<file path="config.mk">
export PLATFORM = sky130hd
export DESIGN_NAME = clk_meas
export DESIGN_NICKNAME = d
export VERILOG_FILES = /design/src/rtl/clk_meas.sv
export SDC_FILE = /design/constraint.sdc
export NUM_CORES = 1
export LEC_CHECK = 0
export ABC_AREA = 1
export BUFFER_PORTS_ARGS = -buffer_cell sky130_fd_sc_hd__buf_2
export CAP_MARGIN = 20
export CORE_ASPECT_RATIO = 0.75
export CORE_MARGIN = 2
export CORE_UTILIZATION = 45
export CTS_BUF_LIST = sky130_fd_sc_hd__clkbuf_8 sky130_fd_sc_hd__clkbuf_16
export DETAILED_ROUTE_END_ITERATION = 12
export PLACE_DENSITY = 0.68
export SLEW_MARGIN = 20
export SYNTH_ARGS = -nofsm -noshare
export SYNTH_HDL_FRONTEND = slang
export SYNTH_SLANG_ARGS = --single-unit
</file>
<file path="constraint.sdc">
create_clock -name clock -period 3.45 [get_ports clock]
set_input_delay 0.1725 -clock clock [delete_from_list [all_inputs] [get_ports clock]]
set_output_delay 0.1725 -clock clock [all_outputs]
set_load 0.05 [all_outputs]
</file>
<file path="src/rtl/clk_meas.sv">
// Measures period, high time and low time of an asynchronous signal in core clock cycles.
// Latency: result strobe 4 clock edges after the first edge that samples sig_in high (2 sync, 1 edge, 1 output).
// Backpressure: none; results are strobed with valid and held until the next result.
module clk_meas #(
    parameter int WIDTH = 16
) (
    input  logic             clock,
    input  logic             reset,
    input  logic             sig_in,
    input  logic             clr,
    output logic [WIDTH-1:0] period,
    output logic [WIDTH-1:0] high_time,
    output logic [WIDTH-1:0] low_time,
    output logic             valid,
    output logic             balanced,
    output logic             ovf,
    output logic             no_sig
);

    typedef enum logic {ARM, MEAS} state_t;

    localparam logic [WIDTH-1:0] MAX = '1;
    localparam logic [WIDTH-1:0] ONE = {{(WIDTH-1){1'b0}}, 1'b1};

    state_t           state, state_nxt;
    logic             sync1, sync2, cur, prev, rise;
    logic [WIDTH-1:0] pcnt, hcnt, pcnt_nxt, hcnt_nxt;
    logic [WIDTH-1:0] period_nxt, high_nxt, low_nxt, low_calc, diff;
    logic             valid_nxt, bal_nxt, ovf_nxt, nosig_nxt, sat_next;

    always_ff @(posedge clock or posedge reset) begin
        if (reset) begin
            sync1 <= 1'b0;
            sync2 <= 1'b0;
            cur   <= 1'b0;
            prev  <= 1'b0;
        end else begin
            sync1 <= sig_in;
            sync2 <= sync1;
            cur   <= sync2;
            prev  <= cur;
        end
    end

    assign rise     = cur & ~prev;
    assign low_calc = pcnt - hcnt;
    assign diff     = (hcnt >= low_calc) ? (hcnt - low_calc) : (low_calc - hcnt);
    // the period counter is at or about to reach its ceiling this cycle
    assign sat_next = (pcnt >= MAX - ONE);

    always_comb begin
        state_nxt  = state;
        pcnt_nxt   = pcnt;
        hcnt_nxt   = hcnt;
        period_nxt = period;
        high_nxt   = high_time;
        low_nxt    = low_time;
        bal_nxt    = balanced;
        valid_nxt  = 1'b0;
        ovf_nxt    = ovf;
        nosig_nxt  = no_sig;
        if (clr) begin
            state_nxt = ARM;
            pcnt_nxt  = '0;
            hcnt_nxt  = '0;
            ovf_nxt   = 1'b0;
            nosig_nxt = 1'b0;
        end else begin
            case (state)
                ARM: begin
                    if (rise) begin
                        state_nxt = MEAS;
                        pcnt_nxt  = ONE;
                        hcnt_nxt  = ONE;
                    end
                end
                MEAS: begin
                    if (rise) begin
                        pcnt_nxt  = ONE;
                        hcnt_nxt  = ONE;
                        nosig_nxt = 1'b0;
                        // an edge closing a saturated period only re-arms
                        if (!no_sig) begin
                            valid_nxt  = 1'b1;
                            period_nxt = pcnt;
                            high_nxt   = hcnt;
                            low_nxt    = low_calc;
                            bal_nxt    = (diff <= ONE);
                        end
                    end else begin
                        if (pcnt != MAX)
                            pcnt_nxt = pcnt + ONE;
                        if (cur && hcnt != MAX)
                            hcnt_nxt = hcnt + ONE;
                        if (sat_next) begin
                            ovf_nxt   = 1'b1;
                            nosig_nxt = 1'b1;
                        end
                    end
                end
                default: state_nxt = ARM;
            endcase
        end
    end

    always_ff @(posedge clock or posedge reset) begin
        if (reset) begin
            state     <= ARM;
            pcnt      <= '0;
            hcnt      <= '0;
            period    <= '0;
            high_time <= '0;
            low_time  <= '0;
            valid     <= 1'b0;
            balanced  <= 1'b0;
            ovf       <= 1'b0;
            no_sig    <= 1'b0;
        end else begin
            state     <= state_nxt;
            pcnt      <= pcnt_nxt;
            hcnt      <= hcnt_nxt;
            period    <= period_nxt;
            high_time <= high_nxt;
            low_time  <= low_nxt;
            valid     <= valid_nxt;
            balanced  <= bal_nxt;
            ovf       <= ovf_nxt;
            no_sig    <= nosig_nxt;
        end
    end

endmodule

</file>
==> impl_metrics.csv, run 1 <==
group,metric,value,unit
run_status,status,"finished with violations",
run_status,violations,"setup timing",
sta,tns,-0.274,ns
global_routing,antenna_found_initial,0,
job,timing.max_cap.violations,0,
worst_setup_path,crit_type,"register to register",
worst_setup_path,crit_top_cell,"nand2_1",
detailed_routing,viasPerCell,5.10,
place,dp_hpwl,12900,microns
min_path,min_path_type,"input pin to register",
detailed_routing,routed_wl,17500,microns
logic_synthesis,ys_types,46,
logic_synthesis,yosysWarnings,0,
detailed_routing,vias,6019,
clock_network,clk_latency,0.35,ns
sta,timing.fmax,269,MHz
finish,n_fill_cell,1154,
global_routing,track_usage,0.244,
global_routing,grt_max_degree,88,
logic_synthesis,yosysTopAreaCellShare,0.362,
global_routing,grt.overflow.total,0,
logic_synthesis,async_reset_ff_frac,1.00,
place,place.gp.congestion,0.907,
logic_synthesis,synthTopCellsByCount,"nand2_1, inv_1, dfrtp_1",
die,rows,36,
die,die_w,139,microns
power,p_leak,4.26,nW
global_routing,grt_pass1_wl,29000,microns
worst_setup_path,cp-start-kind,"register",
worst_setup_path,critical_path.max_stage_delay,0.39,ns
sta,fin_crit_sh,1.08,
logic_synthesis,syn_nets,868,
detailed_routing,drt-initial-drc-count,468,
finish,n_antenna_cell,0,
finish,post-route-util,0.626,
power,ir_drop,0.000353,V
finish,syn_to_final_growth,33.7,%
finish,fin_nets,1058,
die,core_area,0.0132,sq mm
worst_setup_path,endpoint_kind,"register",
logic_synthesis,synth_top_cell_by_area,"dfrtp_1",
logic_synthesis,syn-cell-area,0.00616,sq mm
sta,fin_crit,3.72,ns
detailed_routing,wire_per_inst,14.8,microns
sta,hold_slack,0.0952,ns
sta,rsz0062_at_grt,"true",
die,pin_count,56,
clock_network,clk_pin_slew,0.07,ns
die,die_area,0.0146,sq mm
logic_synthesis,post-synth-top-count-cell,"nand2_1",
die,fp.dieH,105,microns
worst_setup_path,crit_family,"compound AO/OA/AOI/OAI gates",
clock_network,cts_tree,"yes",
sta,setup_ws,-0.274,ns
logic_synthesis,syn_avg_cell_area,7.56,sq um
worst_setup_path,critPathRequiredTime,3.74,ns
logic_synthesis,synth_edf_count,0,
worst_setup_path,cp_num_buf_inv,7,
place,port_buffers,55,
detailed_routing,drt-pass1-iter-count,5,
logic_synthesis,ys_ff_latch,89,
logic_synthesis,synth_area_leaders,"dfrtp_1, nand2_1, ha_1",
clock_network,cts_sinks,89,
finish,multi_input_area,0.00366,sq mm
sta,relSlewSlack,0.507,
worst_setup_path,cp_slowest_cell,"dfrtp_1",
power,powerDensity,505,mW/mm^2
logic_synthesis,ys.flop_type,"dfrtp_1",
clock_network,htree_levels,3,
clock_network,numCtsBuffers,9,
logic_synthesis,netlist_instances,814,
finish,register_area,0.00223,sq mm
sta,finalHoldViolCount,0,
die,start_util,0.468,
detailed_routing,drc,0,
sta,worstMarginPinSlew,0.739,ns
clock_network,root_buffer,"clkbuf_16",
global_routing,grt_pass1_vias,5861,
logic_synthesis,synth-seq-area-share,0.362,
sta,finalSetupViolations,1,
place,place_ws,-0.293,ns
detailed_routing,postRouteAntennaNets,0,
worst_setup_path,cp.arrival,4.02,ns
power,power,4.16,mW
worst_setup_path,crit_fanout,4,
clock_network,clk_path_buf_depth,2,
finish,drive_gt1_frac,0.300,
sta,slew_violations,0,
sta,fin_skew,0.00836,ns
## state kept, by name, summed over array words and instances (netlist names)
| signal | cells |
|---|---|
| balanced | 1 |
| cur | 1 |
| hcnt | 16 |
| high_time | 16 |
| low_time | 16 |
| no_sig | 1 |
| ovf | 1 |
| pcnt | 16 |
| period | 16 |
| prev | 1 |
| state | 1 |
| sync1 | 1 |
| sync2 | 1 |
| valid | 1 |
## cell families (layout without fill, tap and decap cells)
family          count (synthesis)  in the layout  synth area share
flops                          89             89             0.362
compound gates                167            167             0.152
fa+ha+maj                      50             50             0.105
simple gates                  345            346             0.257
buf+inv                       138            332            0.0886
xor+xnor                       25             25            0.0356
## final cells by class
type / count / area share
Timing Repair Buffer: 197 / 0.165
Sequential cell: 89 / 0.271
Clock inverter: 7 / 0.0114
Tap cell: 171 / 0.0260
Clock buffer: 9 / 0.0274
Inverter: 119 / 0.0547
Multi-Input combinational cell: 588 / 0.445
## placed cells by master, fill, tap and decap left out, drive strengths merged
master and count:
dfrtp 89, a21o 1, o21bai 9, fa 3, a221oi 1, o211a 1
buf 195, o21a 1, a21oi 57, clkbuf 9, xnor2 7, o31ai 2
clkinvlp 1, nand3b 5, a2111oi 1, nand4 4, xor2 18, nor4 5
nor3 25, o211ai 5, o21ai 73, nand3 41, clkinv 2, a311oi 1
a31oi 7, nor2 51, inv 121, a21boi 3, nand2 214, dlygate4sd3 2
nor3b 1, a211oi 5, ha 47, bufinv 2
## stage by stage
| step | cells | area [sq um] |
|---|---|---|
| after floorplan | 814 | 6210 |
| after global placement | 1137 | 7470 |
| after detailed placement | 1137 | 7470 |
| after CTS | 1174 | 8130 |
| after global routing | 1180 | 8230 |
| final | 1180 | 8230 |
## worst register-to-register path, delay by kind of cell, from the launching register on
kind                     cells  cell delay [ns]
AO/OA/AOI/OAI                8             1.07
buffers and inverters        7             0.81
AND/OR/NAND/NOR             11             0.83
adder cells (fa/ha/maj)      2             0.42
XOR/XNOR                     1             0.17
flip-flops                   1             0.39
## layer usage
layer  wire length, microns  GRT usage
met1                   8490      0.353
met2                   7670      0.383
met3                   1020     0.0441
met4                    289     0.0570
met5                      0          0
## where the power goes
group | switching, mW | internal [mW] | total, mW
logic | 1.18 | 0.693 | 1.87
registers | 0.0572 | 1.15 | 1.21
clock network | 0.442 | 0.637 | 1.08
total | 1.68 | 2.48 | 4.16
## path summary, 6_finish.rpt
check	slack, ns	to	cells past startpoint	startpoint
setup reg to reg	-0.27	balanced$_DFFE_PP0P_	29	hcnt[6]$_DFFE_PP0P_
max in group asynchronous	2.16	pcnt[8]$_DFFE_PP0P_	4	reset
setup / recovery	-0.27	balanced$_DFFE_PP0P_	29	hcnt[6]$_DFFE_PP0P_
min in group asynchronous	0.47	period[3]$_DFFE_PP0P_	3	reset
hold reg to reg	0.35	sync2$_DFF_PP0_	0	sync1$_DFF_PP0_
hold / removal	0.1	ovf$_DFFE_PP0P_	2	clr
## timing repair
action / in CTS / in global routing
gates resized for setup: 38 / 19
setup endpoints to repair: 1 / 1
gates cloned: 1 / 0
pin swaps: 23 / 27
buffers inserted: 18 / 6
hold buffers: 2 / 0
endpoints found under the hold margin: 42 / 0
Power figures use the tool's default switching activity.
==> inputs of run 2 (changes only) <==
- CELL_PAD_IN_SITES_DETAIL_PLACEMENT: unset -> 0
- CELL_PAD_IN_SITES_GLOBAL_PLACEMENT: unset -> 1
- CORE_UTILIZATION: 45 -> 40
- PLACE_DENSITY: 0.68 -> 0.79
==> impl_metrics.csv, run 2 (synthesis gave the netlist of run 1 again) <==
group,metric,value,unit
die,core_area,0.0151,sq mm
worst_setup_path,crit_top_cell,"nand2_1",
clock_network,htree_levels,3,
worst_setup_path,critPathRequiredTime,3.75,ns
sta,fin_crit_sh,1.08,
global_routing,grt_pass1_wl,29600,microns
global_routing,grt_max_degree,86,
sta,relSlewSlack,0.393,
run_status,violations,"setup timing",
detailed_routing,viasPerCell,4.85,
clock_network,clk_latency,0.35,ns
finish,fin_nets,1072,
detailed_routing,drt-pass1-iter-count,5,
die,start_util,0.407,
job,timing.max_cap.violations,0,
worst_setup_path,crit_family,"simple AND/OR/NAND/NOR gates",
detailed_routing,routed_wl,17900,microns
sta,fin_skew,0.0111,ns
place,dp_hpwl,13600,microns
die,fp.dieH,111,microns
clock_network,clk_pin_slew,0.07,ns
min_path,hold_path.startpoint,"clr",
detailed_routing,drt-initial-drc-count,317,
worst_setup_path,r2r-end,"balanced$_DFFE_PP0P_",
power,powerDensity,497,mW/mm^2
worst_setup_path,critical_path.max_stage_delay,0.40,ns
detailed_routing,wl_met2,7950,microns
finish,syn_to_final_growth,37.7,%
global_routing,antenna_found_initial,0,
place,place.gp.congestion,0.888,
sta,rsz0062_at_grt,"true",
clock_network,clk_path_buf_depth,2,
die,pin_count,56,
worst_setup_path,endpoint_kind,"register",
finish,design_area,0.00848,sq mm
sta,fin_crit,3.74,ns
min_path,whs_endpoint,"ovf$_DFFE_PP0P_",
sta,finalSetupViolations,1,
detailed_routing,wire_per_inst,14.6,microns
sta,timing.fmax,267,MHz
detailed_routing,dr_wl_met3,814,microns
detailed_routing,drc,0,
clock_network,cts_sinks,89,
worst_setup_path,cp_num_buf_inv,9,
worst_setup_path,worstRegToRegCells,30,
finish,final_cell_mix,"nand2_1, buf_4, inv_1",
worst_setup_path,crit_fanout,7,
finish,layout_commonest_cell,"nand2_1",
global_routing,grt_pass1_vias,5977,
clock_network,cts_tree,"yes",
detailed_routing,topRoutingLayerUsed,"met4",
power,p_leak,4.36,nW
run_status,status,"finished with violations",
finish,drive_gt1_frac,0.324,
worst_setup_path,r2r_slack,-0.29,ns
worst_setup_path,crit_type,"register to register",
worst_setup_path,timing.rr.start,"pcnt[0]$_DFFE_PP0P_",
finish,n_antenna_cell,0,
sta,worstMarginPinSlew,0.907,ns
die,die_area,0.0164,sq mm
min_path,min_path_type,"input pin to register",
sta,setup_ws,-0.291,ns
worst_setup_path,cp_slowest_cell,"dfrtp_1",
detailed_routing,vias,5954,
worst_setup_path,cp-start-kind,"register",
min_path,hold_path_depth,2,
sta,finalHoldViolCount,0,
die,die_w,147,microns
detailed_routing,postRouteAntennaNets,0,
power,ir_drop,0.000296,V
sta,tns,-0.291,ns
clock_network,numCtsBuffers,9,
global_routing,track_usage,0.225,
detailed_routing,wl_met1,8960,microns
sta,slew_violations,0,
place,port_buffers,55,
global_routing,grt.overflow.total,0,
die,rows,39,
finish,post-route-util,0.561,
worst_setup_path,cp.arrival,4.04,ns
clock_network,root_buffer,"clkbuf_16",
place,place_area,0.00760,sq mm
[run 2: cell count changes in the layout (fill, tap and decap cells not counted), moves of 3 or more]
cell	previous run	this run
buf_4	137	151
nand3_1	34	29
nand3_2	7	12
inv_1	103	99
ha_4	11	14
[run 2: metrics by stage]
stage	hold WS [ns]	total power [mW]	instances	setup slack [ns]
floorplan	0.204	2.40	814	-0.158
global placement	0.284	3.00	1181	-0.213
detailed placement	0.286	3.00	1181	-0.267
CTS	0.0769	4.21	1222	-0.146
global route	0.0968	4.47	1228	-0.563
finish	0.0870	4.21	1228	-0.291
[run 2: worst max path at each step]
stage | startpoint | endpoint | slack [ns] | cells past startpoint
final | pcnt[0]$_DFFE_PP0P_ | balanced$_DFFE_PP0P_ | -0.29 | 30
after global placement | pcnt[4]$_DFFE_PP0P_ | balanced$_DFFE_PP0P_ | -0.21 | 29
after global routing | hcnt[3]$_DFFE_PP0P_ | balanced$_DFFE_PP0P_ | -0.56 | 33
after floorplan | pcnt[0]$_DFFE_PP0P_ | balanced$_DFFE_PP0P_ | -0.16 | 30
after detailed placement | hcnt[8]$_DFFE_PP0P_ | balanced$_DFFE_PP0P_ | -0.27 | 28
after CTS | pcnt[3]$_DFFE_PP0P_ | balanced$_DFFE_PP0P_ | -0.15 | 30
[run 2: worst reg2reg max path, delay by kind of cell (launching register included)]
family	cells	cell delay, ns
and+or+nand+nor	14	1.24
buffers and inverters	9	0.89
adders and majority gates	3	0.70
AOI/OAI and AO/OA	4	0.45
DFF	1	0.40
[run 2: final cells by class]
| type | instances | area (sq um) |
|---|---|---|
| clock buffers | 9 | 225 |
| fillers | 1432 | 6650 |
| repair buffers | 212 | 1490 |
| flip-flops and latches | 89 | 2230 |
| clock inverters | 7 | 101 |
| inverters | 119 | 454 |
| multi-input cells | 587 | 3730 |
| well taps | 205 | 256 |
[run 2: power breakdown]
group	switching, mW	total, mW	internal (mW)
registers	0.0597	1.21	1.15
logic	1.18	1.90	0.723
clock network	0.455	1.10	0.643
[run 2: timing repair]
action	CTS	global route
pin swaps	43	21
endpoints found under the setup margin	1	1
setup buffers	24	6
endpoints found under the hold margin	50	0
resized for setup	55	18
hold buffers	2	0
[run 2: per-layer routing]
layer / vias to the layer above / global-route usage
met5: - / 0
met4: 0 / 0.0359
met3: 18 / 0.0447
met2: 130 / 0.365
met1: 2733 / 0.319
li1: 3073 / -
==> inputs of run 3 (changes only) <==
- RECOVER_POWER: unset -> 50
==> impl_metrics.csv, run 3 (synthesis gave the netlist of run 1 again) <==
group,metric,value,unit
global_routing,track_usage,0.225,
clock_network,clk_path_buf_depth,2,
detailed_routing,routed_wl,17900,microns
power,ir_drop,0.000293,V
sta,fin_crit,3.75,ns
global_routing,grt_pass1_vias,5977,
detailed_routing,vias,5981,
worst_setup_path,timing.rr.start,"pcnt[0]$_DFFE_PP0P_",
sta,tns,-0.295,ns
sta,relSlewSlack,-0.472,
detailed_routing,wire_per_inst,14.6,microns
power,pwr-share-comb,0.447,
finish,fin_nets,1072,
place,dp_hpwl,13600,microns
power,power_switching_share,0.405,
worst_setup_path,crit_top_cell,"nand2_1",
min_path,whs_endpoint,"ovf$_DFFE_PP0P_",
sta,finalSetupViolations,1,
worst_setup_path,crit_type,"register to register",
min_path,hold_path_depth,2,
die,pin_count,56,
clock_network,clk_latency,0.35,ns
sta,fin_crit_sh,1.09,
worst_setup_path,cp_num_buf_inv,9,
worst_setup_path,cp.arrival,4.04,ns
place,port_buffers,55,
worst_setup_path,cp_slowest_cell,"fa_2",
worst_setup_path,endpoint_kind,"register",
worst_setup_path,crit_fanout,7,
clock_network,clk_pin_slew,0.07,ns
clock_network,numCtsBuffers,9,
global_routing,top_usage_layer,"met2",
global_routing,met3_usage,0.0447,
detailed_routing,drt-pass1-iter-count,5,
finish,design_area,0.00841,sq mm
detailed_routing,drc,0,
finish,layout_commonest_cell,"nand2_1",
global_routing,grt_max_degree,86,
die,core_area,0.0151,sq mm
min_path,min_path_type,"input pin to register",
sta,finalHoldViolCount,0,
job,timing.max_cap.violations,1,
detailed_routing,viasPerCell,4.87,
power,powerDensity,498,mW/mm^2
sta,worstMarginPinSlew,2.21,ns
clock_network,cts_sinks,89,
worst_setup_path,critical_path.max_stage_delay,0.41,ns
die,die_area,0.0164,sq mm
min_path,hold_path.startpoint,"clr",
worst_setup_path,worstSetupStartpoint,"pcnt[0]$_DFFE_PP0P_",
detailed_routing,postRouteAntennaNets,0,
die,fp.dieH,111,microns
clock_network,htree_levels,3,
global_routing,grt.overflow.total,0,
detailed_routing,drt-initial-drc-count,333,
power,p_leak,4.17,nW
worst_setup_path,r2r_slack,-0.30,ns
power,sequentialPowerShare,0.291,
global_routing,antenna_found_initial,0,
worst_setup_path,crit_family,"simple AND/OR/NAND/NOR gates",
worst_setup_path,r2r-end,"balanced$_DFFE_PP0P_",
worst_setup_path,cp-start-kind,"register",
global_routing,grtUsageMet2,0.365,
power,p_switching,1.70,mW
die,die_w,147,microns
die,start_util,0.407,
place,place_area,0.00760,sq mm
place,place.gp.congestion,0.888,
power,p_int,2.49,mW
sta,timing.fmax,267,MHz
power,pwr-share-clk,0.262,
die,rows,39,
clock_network,cts_tree,"yes",
finish,syn_to_final_growth,36.6,%
run_status,status,"finished with violations",
clock_network,root_buffer,"clkbuf_16",
sta,setup_ws,-0.295,ns
run_status,violations,"capacitance limit, slew limit, setup timing",
sta,rsz0062_at_grt,"true",
worst_setup_path,worstRegToRegCells,30,
sta,slew_violations,60,
sta,fin_skew,0.00996,ns
finish,n_fill_cell,1463,
finish,n_antenna_cell,0,
finish,final_cell_mix,"nand2_1, buf_4, inv_1",
worst_setup_path,critPathRequiredTime,3.75,ns
global_routing,grt_pass1_wl,29600,microns
finish,drive_gt1_frac,0.272,
global_routing,grt_use_met1,0.319,
-- run 3: worst max-delay path by stage --
stage	endpoint	slack (ns)	cells after the start
floorplan	balanced$_DFFE_PP0P_	-0.16	30
global placement	balanced$_DFFE_PP0P_	-0.21	29
detailed placement	balanced$_DFFE_PP0P_	-0.27	28
CTS	balanced$_DFFE_PP0P_	-0.15	30
global route	balanced$_DFFE_PP0P_	-0.56	33
finish	balanced$_DFFE_PP0P_	-0.30	30
-- run 3: final cells by class --
| class | count | area [sq um] | share of cell area |
|---|---|---|---|
| clock inverters | 7 | 101 | 0.0120 |
| repair buffers | 212 | 1420 | 0.169 |
| inverters | 119 | 452 | 0.0537 |
| well taps | 205 | 256 | 0.0305 |
| flip-flops and latches | 89 | 2230 | 0.265 |
| multi-input cells | 587 | 3730 | 0.443 |
| clock buffers | 9 | 225 | 0.0268 |
-- run 3: timing repair --
item	in CTS	in global routing
buffers inserted	24	6
pin swaps	43	21
resized for setup	55	18
hold buffers	2	0
hold endpoints to repair	50	0
setup endpoints to repair	1	1
-- run 3: power by group through the flow --
stage	registers [mW]	logic [mW]	clock network, mW
after floorplan	1.60	0.799	0
after global placement	1.23	1.77	0
after detailed placement	1.23	1.77	0
after CTS	1.21	1.88	1.12
after global routing	1.23	2.06	1.16
final	1.22	1.87	1.10
-- run 3: layer usage --
| layer | vias up | share of wire |
|---|---|---|
| met1 | 2745 | 0.50 |
| met3 | 18 | 0.049 |
| met5 | - | 0 |
| li1 | 3077 | - |
| met2 | 141 | 0.44 |
| met4 | 0 | 0.0085 |
-- run 3: worst register-to-register path, delay by kind of cell (launching register included) --
kind,cells,cell delay (ns)
buf+inv,9,0.89
compound gates,4,0.45
simple gates,14,1.24
fa+ha+maj,3,0.71
flops,1,0.40
-- run 3: through the flow --
| step | power [mW] | setup slack (ns) | cells | hold WS (ns) | util |
|---|---|---|---|---|---|
| after floorplan | 2.40 | -0.158 | 814 | 0.204 | - |
| after global placement | 3.00 | -0.213 | 1181 | 0.284 | 0.503 |
| after detailed placement | 3.00 | -0.267 | 1181 | 0.286 | 0.503 |
| after CTS | 4.21 | -0.146 | 1222 | 0.0769 | 0.554 |
| after global routing | 4.45 | -0.563 | 1228 | 0.0968 | 0.556 |
| final | 4.19 | -0.295 | 1228 | 0.0894 | 0.556 |
